--- src/rtl/writeback_select.sv ---
// Writeback source selector with load extraction and a one-deep output register.
// Picks one of NUM_SRC candidate values and, for the memory source, extracts
// a byte, half or word. The result is held under a valid/ready handshake.
// Unsupported selects and misaligned or unknown load modes raise a sticky error.
module writeback_select #(
  parameter int WIDTH    = 32,
  parameter int NUM_SRC  = 4,
  parameter int MEM_IDX  = 1,
  parameter int LOAD_EXT = 1,
  // Defaults to the minimum width. It may be widened so that out-of-range
  // selects can be presented to the block.
  parameter int SEL_W    = (NUM_SRC > 1) ? $clog2(NUM_SRC) : 1
) (
  input  logic                     clk,
  input  logic                     reset,
  input  logic                     in_valid,
  output logic                     in_ready,
  input  logic [NUM_SRC*WIDTH-1:0] src_data,
  input  logic [SEL_W-1:0]         sel,
  input  logic [2:0]               load_mode,
  input  logic [1:0]               byte_off,
  input  logic                     reg_write,
  input  logic [4:0]               dest_in,
  output logic                     out_valid,
  input  logic                     out_ready,
  output logic [WIDTH-1:0]         wb_data,
  output logic [4:0]               wb_dest,
  output logic                     wb_en,
  output logic                     sel_err
);

  localparam logic [2:0] LM_WORD   = 3'b000;
  localparam logic [2:0] LM_BYTE_S = 3'b001;
  localparam logic [2:0] LM_BYTE_U = 3'b010;
  localparam logic [2:0] LM_HALF_S = 3'b011;
  localparam logic [2:0] LM_HALF_U = 3'b100;

  logic             accept;
  logic             wb_we;
  logic [WIDTH-1:0] cand;
  logic             sel_oob;
  logic             sel_mem;
  logic [31:0]      mem_word;
  logic [7:0]       byte_val;
  logic [15:0]      half_val;
  logic [31:0]      ext_val;
  logic             mode_err;
  logic [WIDTH-1:0] next_data;
  logic             next_err;

  // A new request fits when the register is empty or is being drained now.
  assign in_ready = !out_valid || out_ready;
  assign accept   = in_valid && in_ready;
  // Register 0 is hard-wired to zero, so it never receives a write strobe.
  assign wb_en    = out_valid && wb_we && (wb_dest != 5'd0);

  // Candidate mux: a loop over real sources avoids any out-of-range part-select.
  always_comb begin
    // NOTE: every combinational output gets a default first so no path leaves it unassigned (no latch).
    cand    = '0;
    sel_oob = 1'b1;
    sel_mem = 1'b0;
    for (int k = 0; k < NUM_SRC; k++) begin
      if (sel == SEL_W'(k)) begin
        cand    = src_data[k*WIDTH +: WIDTH];
        sel_oob = 1'b0;
        sel_mem = (k == MEM_IDX);
      end
    end
  end

  // Load extraction on a 32-bit view of the memory word.
  always_comb begin
    mem_word = 32'(cand);
    byte_val = mem_word[8*byte_off +: 8];
    half_val = mem_word[16*byte_off[1] +: 16];
    ext_val  = mem_word;
    mode_err = 1'b0;
    case (load_mode)
      LM_BYTE_S: ext_val = {{24{byte_val[7]}}, byte_val};
      LM_BYTE_U: ext_val = {24'd0, byte_val};
      LM_HALF_S: begin
        ext_val  = {{16{half_val[15]}}, half_val};
        mode_err = byte_off[0];
      end
      LM_HALF_U: begin
        ext_val  = {16'd0, half_val};
        mode_err = byte_off[0];
      end
      LM_WORD:   mode_err = (byte_off != 2'd0);
      default:   mode_err = 1'b1;
    endcase
  end

  // Final value and error for the request currently presented.
  always_comb begin
    next_data = cand;
    next_err  = 1'b0;
    if (sel_oob) begin
      next_data = '0;
      next_err  = 1'b1;
    end else if (sel_mem && (LOAD_EXT != 0)) begin
      next_data = WIDTH'(ext_val);
      next_err  = mode_err;
    end
  end

  // Output register, handshake state and sticky error; reset discards any held result.
  always_ff @(posedge clk) begin
    // NOTE: sequential state uses non-blocking assignments so every register samples pre-edge values.
    if (reset) begin
      out_valid <= 1'b0;
      wb_data   <= '0;
      wb_dest   <= 5'd0;
      wb_we     <= 1'b0;
      sel_err   <= 1'b0;
    end else begin
      if (accept) begin
        out_valid <= 1'b1;
        wb_data   <= next_data;
        wb_dest   <= dest_in;
        wb_we     <= reg_write;
        if (next_err) sel_err <= 1'b1;
      end else if (out_ready) begin
        out_valid <= 1'b0;
      end
    end
  end

endmodule

--- config.mk ---
export PLATFORM = sky130hd
export DESIGN_NAME = writeback_select
export DESIGN_NICKNAME = d
export VERILOG_FILES = /design/src/rtl/writeback_select.sv
export SDC_FILE = /design/constraint.sdc
export NUM_CORES = 1
export LEC_CHECK = 0
export ABC_AREA = 1
export BUFFER_PORTS_ARGS = -buffer_cell sky130_fd_sc_hd__buf_4
export CORE_MARGIN = 3
export CORE_UTILIZATION = 44
export CTS_CLUSTER_SIZE = 30
export DETAILED_ROUTE_END_ITERATION = 16
export GPL_TIMING_DRIVEN = 0
export PLACE_DENSITY = 0.83
export SLEW_MARGIN = 20
export SYNTH_ARGS = -nofsm -noshare
export SYNTH_HDL_FRONTEND = slang
export SYNTH_SLANG_ARGS = --single-unit
--- constraint.sdc ---
create_clock -name clk -period 2.3 [get_ports clk]
set_input_delay 0.46 -clock clk [delete_from_list [all_inputs] [get_ports clk]]
set_output_delay 0.46 -clock clk [all_outputs]
set_load 0.02 [all_outputs]
==> run summary, run 1 <==
======================================================================================================
Result of the run ....................................................................... complete, no violations
Filler cells ............................................................................          676
Setup Crit Path Kind ....................................................................   reg -> out
Final hold violation count ..............................................................            0
CTS tree ................................................................................          yes
Post-Synth Adder-Cell Area ..............................................................           0%
Unrepaired setup endpoints after global routing .........................................        false
Kind of end point of the critical path .................................................. primary output
Post-synth top flop ..................................................................... sky130_fd_sc_hd__dfxtp_1
Wire length of the first global-routing pass ............................................     19700 um
Main combinational cell family by area after synthesis .................................. simple AND/OR/NAND/NOR gates
Detail-routed via count per cell ........................................................         5.18
Vert. Die Dim ...........................................................................      93.4 um
Final cell utilization of the core ......................................................        67.8%
GRT Overall Usage .......................................................................        28.4%
Distinct cells, synth ...................................................................           32
Antenna violations before repair ........................................................            0
Max Transition Viols Final ..............................................................            0
Drt first-iter violations ...............................................................          288
H-tree lvl count ........................................................................            2
Cells after synthesis ...................................................................          559
Root Buffer Master ...................................................................... sky130_fd_sc_hd__clkbuf_8
Final cycle utilization of the critical path ............................................        88.3%
Number of port buffers ..................................................................          182
Clock period minus final worst setup slack ..............................................      2030 ps
Horizontal extent of the die ............................................................      93.4 um
Largest net degree at the start of global routing .......................................           14
Worst R2R Setup Slack ...................................................................       600 ps
Number of failing setup endpoints in the final timing report ............................            0
Weighted congestion reported at the end of routability-driven placement .................        0.867
Power per standard cell area ............................................................   459 nW/um2
Max-capacitance violation count .........................................................            0
Proportion of synthesized area in mux cells .............................................           0%
HPWL after detailed placement ...........................................................     10600 um
Area delta synth->final .................................................................        48.0%
CTS-repair resized insts ................................................................            0
Mean instance size in the synthesized netlist ...........................................     6.01 um2
Via count of the first global-routing pass ..............................................         4230
Cts hold-fix bufs .......................................................................            0
Fin Clk Skew ............................................................................      5.46 ps
Largest fanout on the critical path .....................................................            3
Required time at the worst-slack endpoint ...............................................      1840 ps
Most common library cell in the layout ignoring fill and taps ........................... sky130_fd_sc_hd__buf_4
Initial Utilization .....................................................................        45.8%
Least-Margin Pin Slew ...................................................................       663 ps
Number of buffers created by CTS ........................................................            5
Commonest cells after routing, fill and taps aside ...................................... 186 x sky130_fd_sc_hd__buf_4, 178 x sky130_fd_sc_hd__nand2_1, 73 x sky130_fd_sc_hd__nand3_1, 54 x sky130_fd_sc_hd__a21oi_1, 49 x sky130_fd_sc_hd__o21ai_0
WP data arrival .........................................................................      1570 ps
Compound-gate portion of the synthesized area ...........................................        23.2%
# IOs ...................................................................................          186
Area of placed instances ................................................................     4850 um2
Leak ....................................................................................      2.50 nW
DP Cell Count ...........................................................................          840
Overflow after GRT ......................................................................            0
Clock transition at the register clock pins on the worst setup and hold paths after CTS .        80 ps
Hold/Removal Path Class .................................................................    in -> reg
Std-Cell Core Area ......................................................................     7330 um2
Detailed-route via count ................................................................         4394
Number of post-CTS setup repair buffers .................................................            0
Average routed wire per standard cell ...................................................      15.1 um
Post-route setup TNS ....................................................................         0 ps
Post-synthesis share of cell area spent on and, or, nand and nor gates ..................        41.8%
Register area share after synthesis .....................................................        23.8%
Net count, final ........................................................................          893
Net count of the mapped netlist .........................................................          704
FF+latch count, synth ...................................................................           40
Worst skew pair latency .................................................................       300 ps
Multi-input gate area ...................................................................     2180 um2
DRC .....................................................................................            0
Warning count from the yosys run ........................................................            0
Async set or reset register ratio after synthesis .......................................           0%
Antenna fix cells .......................................................................            0
Maximum root-to-sink buffer count .......................................................            2
First drt pass iteration count ..........................................................            4
Design Power ............................................................................      2.28 mW
Number of synthesized flops with an enable pin ..........................................            0
Final antenna-violating net count .......................................................            0
Ratio of cells with drive above 1 in the final layout ...................................        33.5%
Post-synthesis share of cell area spent on xor and xnor gates ...........................           0%
Placement row count .....................................................................           31
Post-synthesis instance area ............................................................     3360 um2
Total wirelength of the detailed-routed design ..........................................     12800 um
Post-layout instance area ...............................................................     4970 um2
Die outline area ........................................................................     8720 um2
Area taken by flip-flops and latches ....................................................      801 um2
Relative slew slack .....................................................................        55.8%
Worst voltage drop across the vdd grid ..................................................   0.000439 V
Nature of the critical path startpoint ..................................................         flop
Highest attainable clock frequency ......................................................    0.492 GHz
Number of sinks on the clock net ........................................................           40
Non-filler cells in the finished layout .................................................          848
======================================================================================================
[cells by family after synthesis]
logic type,after synthesis
simple gates,313
compound gates,128
buf+inv,78
flops,40
[state kept, by name, indices dropped and copies added (netlist names)]
| signal | cells |
|---|---|
| wb_data | 32 |
| wb_dest | 5 |
| wb_we | 1 |
| out_valid | 1 |
| sel_err | 1 |
[worst max-delay path: stages, from the launching register on]
cell                       delay [ps]
sky130_fd_sc_hd__dfxtp_1          330
sky130_fd_sc_hd__or3_1            410
sky130_fd_sc_hd__o311ai_0         290
sky130_fd_sc_hd__inv_1             80
sky130_fd_sc_hd__buf_4            160
[final timing paths]
path,start,cells after the start,endpoint
worst min-delay path,dest_in[4],3,wb_dest[4]
worst max register to register,out_valid,6,wb_data[22]
worst min register to register,wb_data[7],2,wb_data[7]
worst max-delay path,wb_dest[2],4,wb_en
[cell type report]
type	count	area share, %
timing repair buffer	182	27.5
tap	99	2.49
multi-input combinational	441	43.9
sequential	40	16.1
buffer	36	4.13
clock inverter	2	0.780
inverter	42	3.42
clock buffer	6	1.66
[metal layers]
layer / GRT usage (%) / up-vias / part of all wire [%]
met5: 0 / - / 0
met3: 4.18 / 18 / 5.9
met2: 50.4 / 164 / 49
met1: 36.5 / 1994 / 43
li1: - / 2218 / -
met4: 5.49 / 0 / 1.5
[power by group]
group          switching, mW  total [mW]  internal, mW
combinational          0.488       0.885         0.397
sequential            0.0322       0.781         0.749
clock                  0.261       0.616         0.355
[cells in the mapped netlist (2+ instances only)]
master / number / share of area (%)
sky130_fd_sc_hd__o21ai_0: 49 / 7.3
sky130_fd_sc_hd__o211ai_1: 8 / 1.8
sky130_fd_sc_hd__nand3_1: 73 / 11
sky130_fd_sc_hd__nand2_2: 10 / 1.9
sky130_fd_sc_hd__or2_2: 10 / 1.9
sky130_fd_sc_hd__nand3_2: 2 / 0.60
sky130_fd_sc_hd__buf_6: 3 / 1.0
sky130_fd_sc_hd__buf_2: 13 / 1.9
sky130_fd_sc_hd__clkbuf_1: 15 / 1.7
sky130_fd_sc_hd__nand2_1: 178 / 20
sky130_fd_sc_hd__a21oi_4: 10 / 4.8
sky130_fd_sc_hd__o21ai_1: 4 / 0.60
sky130_fd_sc_hd__clkinv_1: 2 / 0.22
sky130_fd_sc_hd__a21oi_1: 54 / 8.0
sky130_fd_sc_hd__nor2_1: 25 / 2.8
sky130_fd_sc_hd__nand2_4: 3 / 1.0
sky130_fd_sc_hd__dfxtp_1: 40 / 24
sky130_fd_sc_hd__inv_1: 38 / 4.2
sky130_fd_sc_hd__nand3b_1: 6 / 1.3
sky130_fd_sc_hd__buf_4: 4 / 0.89
[stage by stage]
stage	hold WS, ps	worst slack, ps
4_1_cts	412	271
3_3_place_gp	456	216
5_1_grt	428	198
3_5_place_dp	455	136
2_1_floorplan	449	537
6_report	412	269
No activity file was read; power rests on OpenSTA's default activity.
==> run 2, diff against run 1 <==
--- a/config.mk
+++ b/config.mk
@@ -8,11 +8,11 @@
 export ABC_AREA = 1
 export BUFFER_PORTS_ARGS = -buffer_cell sky130_fd_sc_hd__buf_4
 export CORE_MARGIN = 3
-export CORE_UTILIZATION = 44
-export CTS_CLUSTER_SIZE = 30
+export CORE_UTILIZATION = 46
+export CTS_CLUSTER_SIZE = 14
 export DETAILED_ROUTE_END_ITERATION = 16
 export GPL_TIMING_DRIVEN = 0
-export PLACE_DENSITY = 0.83
+export PLACE_DENSITY = 0.87
 export SLEW_MARGIN = 20
 export SYNTH_ARGS = -nofsm -noshare
 export SYNTH_HDL_FRONTEND = slang
==> run summary, run 2 (same netlist as run 1, synthesis figures left out) <==
======================================================================================================
Area of placed instances ................................................................     4850 um2
Wire length of the first global-routing pass ............................................     20900 um
Number of failing setup endpoints in the final timing report ............................            0
Root Buffer Master ...................................................................... sky130_fd_sc_hd__clkbuf_8
Ratio of cells with drive above 1 in the final layout ...................................        33.5%
CTS tree ................................................................................          yes
CTS-repair resized insts ................................................................            0
Number of port buffers ..................................................................          182
Weighted congestion reported at the end of routability-driven placement .................        0.886
Clock transition at the register clock pins on the worst setup and hold paths after CTS .        80 ps
Hold/Removal Path Class .................................................................    in -> reg
Final hold violation count ..............................................................            0
Switching fraction of total power .......................................................        34.4%
Number of buffers created by CTS ........................................................            5
Worst skew pair latency .................................................................       300 ps
Non-filler cells in the finished layout .................................................          845
Max-capacitance violation count .........................................................            0
Initial Utilization .....................................................................        48.4%
Number of post-CTS setup repair buffers .................................................            0
Sw Pwr ..................................................................................     0.787 mW
HPWL after detailed placement ...........................................................     10700 um
Unrepaired setup endpoints after global routing .........................................        false
Relative slew slack .....................................................................        53.4%
WP data arrival .........................................................................      1560 ps
Antenna violations before repair ........................................................            0
Final antenna-violating net count .......................................................            0
Fin Clk Skew ............................................................................      4.70 ps
Placement row count .....................................................................           30
Nature of the critical path startpoint ..................................................         flop
Portion of total power attributed to the clock network ..................................        26.8%
Via count of the first global-routing pass ..............................................         4448
Detail-routed via count per cell ........................................................         5.33
Number of flip-flops under the largest register name ....................................           32
GR Util met3 ............................................................................        6.38%
Net count, final ........................................................................          893
Pre-CTS WS ..............................................................................       184 ps
Worst hold margin .......................................................................       417 ps
Required time at the worst-slack endpoint ...............................................      1840 ps
Total wirelength of the detailed-routed design ..........................................     13100 um
Setup Crit Path Kind ....................................................................   reg -> out
Met1 capacity usage during global routing ...............................................        37.2%
Drt first-iter violations ...............................................................          312
Area delta synth->final .................................................................        47.9%
Die outline area ........................................................................     8360 um2
Commonest cells after routing, fill and taps aside ...................................... 186 x sky130_fd_sc_hd__buf_4, 178 x sky130_fd_sc_hd__nand2_1, 73 x sky130_fd_sc_hd__nand3_1, 54 x sky130_fd_sc_hd__a21oi_1, 49 x sky130_fd_sc_hd__o21ai_0
Detailed-route via count ................................................................         4502
H-tree lvl count ........................................................................            2
Most common library cell in the layout ignoring fill and taps ........................... sky130_fd_sc_hd__buf_4
Regs by FF count ........................................................................ wb_data x32, wb_dest x5
Cell Int Power ..........................................................................      1.50 mW
Overflow after GRT ......................................................................            0
Least-Margin Pin Slew ...................................................................       699 ps
GRT Overall Usage .......................................................................        30.8%
Max Transition Viols Final ..............................................................            0
Average routed wire per standard cell ...................................................      15.6 um
First drt pass iteration count ..........................................................            6
Register containing the most flip-flops in the final layout .............................      wb_data
Largest fanout on the critical path .....................................................            3
Vert. Die Dim ...........................................................................      91.5 um
Antenna fix cells .......................................................................            0
Worst voltage drop across the vdd grid ..................................................   0.000424 V
Part of the total power dissipated in combinational logic ...............................        39.0%
Leak ....................................................................................      2.50 nW
Cts hold-fix bufs .......................................................................            0
Final cycle utilization of the critical path ............................................        88.0%
Post-route setup TNS ....................................................................         0 ps
Reg power frac ..........................................................................        34.2%
Kind of end point of the critical path .................................................. primary output
Clock period minus final worst setup slack ..............................................      2020 ps
Result of the run ....................................................................... complete, no violations
Power per standard cell area ............................................................   461 nW/um2
Maximum root-to-sink buffer count .......................................................            2
Highest attainable clock frequency ......................................................    0.494 GHz
Most used routing layer .................................................................         met2
Final worst-path setup slack ............................................................       277 ps
DRC .....................................................................................            0
# IOs ...................................................................................          186
DP Cell Count ...........................................................................          837
Std-Cell Core Area ......................................................................     6940 um2
Global-route met2 utilization ...........................................................        52.3%
Number of sinks on the clock net ........................................................           40
Post-layout instance area ...............................................................     4970 um2
Largest net degree at the start of global routing .......................................           14
Horizontal extent of the die ............................................................      91.5 um
======================================================================================================
-- run 2: cell counts in the layout (fill, tap and decap cells not counted) --
No cell type changed its count.
-- run 2: layer usage --
metal / share of wire, % / vias up
li1: - / 2218
met1: 40 / 2005
met2: 47 / 230
met3: 8.4 / 49
met4: 4.4 / 0
met5: 0 / -
-- run 2: worst paths after layout --
kind,from,to,slack (ps),cells after the start
worst max register to register,out_valid,wb_data[23],600,6
worst min register to register,wb_data[2],wb_data[2],470,2
worst min-delay path,dest_in[4],wb_dest[4],420,3
worst max-delay path,wb_dest[2],wb_en,280,4
-- run 2: stage by stage --
stage          power (mW)  utilization (%)
2_1_floorplan        1.27                -
3_3_place_gp         1.66             69.8
3_5_place_dp         1.68             69.8
4_1_cts              2.29             71.5
5_1_grt              2.41             71.5
6_report             2.29             71.5
-- run 2: final cells by class --
class	count	area (um2)
Clock inverter	2	38.8
Buffer	36	205
Sequential cell	40	801
Timing Repair Buffer	182	1370
Clock buffer	6	82.6
Tap cell	96	120
Fill cell	610	1980
Multi-Input combinational cell	441	2180
Inverter	42	170
-- run 2: critical path, stage by stage, from the launching register on --
cell	delay (ps)
sky130_fd_sc_hd__dfxtp_1	330
sky130_fd_sc_hd__or3_1	390
sky130_fd_sc_hd__o311ai_0	310
sky130_fd_sc_hd__inv_1	70
sky130_fd_sc_hd__buf_4	160
-- run 2: power groups by stage --
stage / clock network [mW] / registers, mW / logic (mW)
after floorplan: 0 / 0.860 / 0.414
final: 0.614 / 0.782 / 0.893
after global placement: 0 / 0.794 / 0.870
after global routing: 0.651 / 0.788 / 0.973
after CTS: 0.620 / 0.781 / 0.885
after detailed placement: 0 / 0.796 / 0.882
==> run 3, diff against run 2 <==
--- a/config.mk
+++ b/config.mk
@@ -7,12 +7,14 @@
 export LEC_CHECK = 0
 export ABC_AREA = 1
 export BUFFER_PORTS_ARGS = -buffer_cell sky130_fd_sc_hd__buf_4
+export CELL_PAD_IN_SITES_DETAIL_PLACEMENT = 1
+export CELL_PAD_IN_SITES_GLOBAL_PLACEMENT = 1
 export CORE_MARGIN = 3
-export CORE_UTILIZATION = 46
+export CORE_UTILIZATION = 29
 export CTS_CLUSTER_SIZE = 14
 export DETAILED_ROUTE_END_ITERATION = 16
 export GPL_TIMING_DRIVEN = 0
-export PLACE_DENSITY = 0.87
+export PLACE_DENSITY = 0.85
 export SLEW_MARGIN = 20
 export SYNTH_ARGS = -nofsm -noshare
 export SYNTH_HDL_FRONTEND = slang
==> run summary, run 3 (same netlist as run 1, synthesis figures left out) <==
======================================================================================================
Design Power ............................................................................      2.38 mW
Endpoint of the worst hold path .........................................................   wb_dest[1]
Highest attainable clock frequency ......................................................    0.510 GHz
H-tree lvl count ........................................................................            2
Result of the run ....................................................................... complete, no violations
WP data arrival .........................................................................      2170 ps
Detailed-route via count ................................................................         4431
Post-layout instance area ...............................................................     5040 um2
Clock transition at the register clock pins on the worst setup and hold paths after CTS .        60 ps
Worst R2R Setup Slack ...................................................................       510 ps
Setup Crit Path Kind ....................................................................    in -> reg
Regs by FF count ........................................................................ wb_data x32, wb_dest x5
Cell depth of the worst flop-to-flop path ...............................................            6
First drt pass iteration count ..........................................................            4
Number of buffers created by CTS ........................................................            5
Via count of the first global-routing pass ..............................................         4709
Maximum root-to-sink buffer count .......................................................            2
Final hold violation count ..............................................................            0
HPWL after detailed placement ...........................................................     12900 um
Weighted congestion reported at the end of routability-driven placement .................        0.863
Antenna violations before repair ........................................................            0
Unrepaired setup endpoints after global routing .........................................        false
CTS-repair resized insts ................................................................            0
Net count, final ........................................................................          893
Number of sinks on the clock net ........................................................           40
Post-route setup TNS ....................................................................         0 ps
Required time at the worst-slack endpoint ...............................................      2510 ps
Cts hold-fix bufs .......................................................................            0
Max-capacitance violation count .........................................................            0
Antenna fix cells .......................................................................            0
Number of flip-flops under the largest register name ....................................           32
Final cell utilization of the core ......................................................        45.5%
Vert. Die Dim ...........................................................................       114 um
Relative slew slack .....................................................................        52.8%
Nature of the critical path startpoint ..................................................   input port
Final antenna-violating net count .......................................................            0
Power per standard cell area ............................................................   471 nW/um2
Max Transition Viols Final ..............................................................            0
Drt first-iter violations ...............................................................          227
Worst skew pair latency .................................................................       280 ps
Average routed wire per standard cell ...................................................      17.4 um
CTS tree ................................................................................          yes
Least-Margin Pin Slew ...................................................................       708 ps
Detail-routed via count per cell ........................................................         4.98
Number of port buffers ..................................................................          182
Number of post-CTS setup repair buffers .................................................            0
Worst voltage drop across the vdd grid ..................................................   0.000303 V
Largest fanout on the critical path .....................................................            7
Most common library cell in the layout ignoring fill and taps ........................... sky130_fd_sc_hd__buf_4
Std-Cell Core Area ......................................................................    11100 um2
DRC .....................................................................................            0
Total wirelength of the detailed-routed design ..........................................     15500 um
Final cycle utilization of the critical path ............................................        85.2%
Origin of the worst min-delay path ......................................................   dest_in[1]
GRT Overall Usage .......................................................................        23.5%
Placement row count .....................................................................           38
Horizontal extent of the die ............................................................       114 um
Number of stages on the worst hold path .................................................            3
Register containing the most flip-flops in the final layout .............................      wb_data
Wire length of the first global-routing pass ............................................     24100 um
Initial Utilization .....................................................................        30.3%
R2r startpoint ..........................................................................    out_valid
Ratio of cells with drive above 1 in the final layout ...................................        33.5%
Overflow after GRT ......................................................................            0
Kind of end point of the critical path ..................................................         flop
Area of placed instances ................................................................     4900 um2
Endpoint of the worst-slack reg-to-reg timing path ......................................  wb_data[22]
Area delta synth->final .................................................................        50.2%
Clock period minus final worst setup slack ..............................................      1960 ps
Largest net degree at the start of global routing .......................................           14
Die outline area ........................................................................    12900 um2
Root Buffer Master ...................................................................... sky130_fd_sc_hd__clkbuf_16
Leak ....................................................................................      2.52 nW
Hold/Removal Path Class .................................................................    in -> reg
Number of failing setup endpoints in the final timing report ............................            0
Fin Clk Skew ............................................................................      2.16 ps
# IOs ...................................................................................          186
Commonest cells after routing, fill and taps aside ...................................... 186 x sky130_fd_sc_hd__buf_4, 178 x sky130_fd_sc_hd__nand2_1, 73 x sky130_fd_sc_hd__nand3_1, 54 x sky130_fd_sc_hd__a21oi_1, 49 x sky130_fd_sc_hd__o21ai_0
======================================================================================================
run 3: cell count changes in the layout (fill, tap and decap cells not counted), sizes merged:
cell | previous run | this run
clkinv | 4 | 6
clkbuf | 21 | 20
bufinv | 1 | 0
run 3: cell type report:
class	count	area [um2]
sequential	40	801
timing repair buffer	182	1370
fill	1517	6030
multi-input combinational	441	2180
clock buffer	5	125
buffer	36	205
tap	140	175
inverter	42	170
clock inverter	3	18.8
run 3: routing by layer:
layer  up-vias  global-route usage (%)  share of wire, %
met5         -                       0                 0
met4         0                    4.17               1.4
met3        17                    2.65               4.4
met2       113                    43.9                51
met1      2083                    29.1                43
li1       2218                       -                 -
run 3: metrics by stage:
stage	setup slack, ps	hold WS [ps]	std cells
global placement	133	456	881
finish	340	436	889
floorplan	537	449	559
detailed placement	57.6	459	881
global route	141	452	889
CTS	324	434	889
run 3: worst max path at each step:
| stage | slack [ps] | cells after the start | startpoint | endpoint |
|---|---|---|---|---|
| 6_report | 340 | 8 | load_mode[1] | wb_data[6] |
| 5_1_grt | 140 | 8 | load_mode[1] | wb_data[6] |
| 4_1_cts | 320 | 4 | wb_dest[2] | wb_en |
| 2_1_floorplan | 540 | 13 | sel[0] | wb_data[19] |
| 3_3_place_gp | 130 | 10 | sel[1] | wb_data[0] |
| 3_5_place_dp | 60 | 10 | sel[1] | wb_data[6] |
run 3: report_power, final:
group | switching, mW | total (mW) | internal [mW]
clock | 0.285 | 0.685 | 0.400
sequential | 0.0335 | 0.784 | 0.750
combinational | 0.512 | 0.909 | 0.397
run 3: critical path, cell delays in order:
cell	delay, ps
sky130_fd_sc_hd__buf_4	120
sky130_fd_sc_hd__a21oi_1	330
sky130_fd_sc_hd__nand2_1	160
sky130_fd_sc_hd__o22ai_1	570
sky130_fd_sc_hd__nand3_1	180
sky130_fd_sc_hd__nand3_1	120
sky130_fd_sc_hd__nand2_1	100
sky130_fd_sc_hd__a21oi_1	130
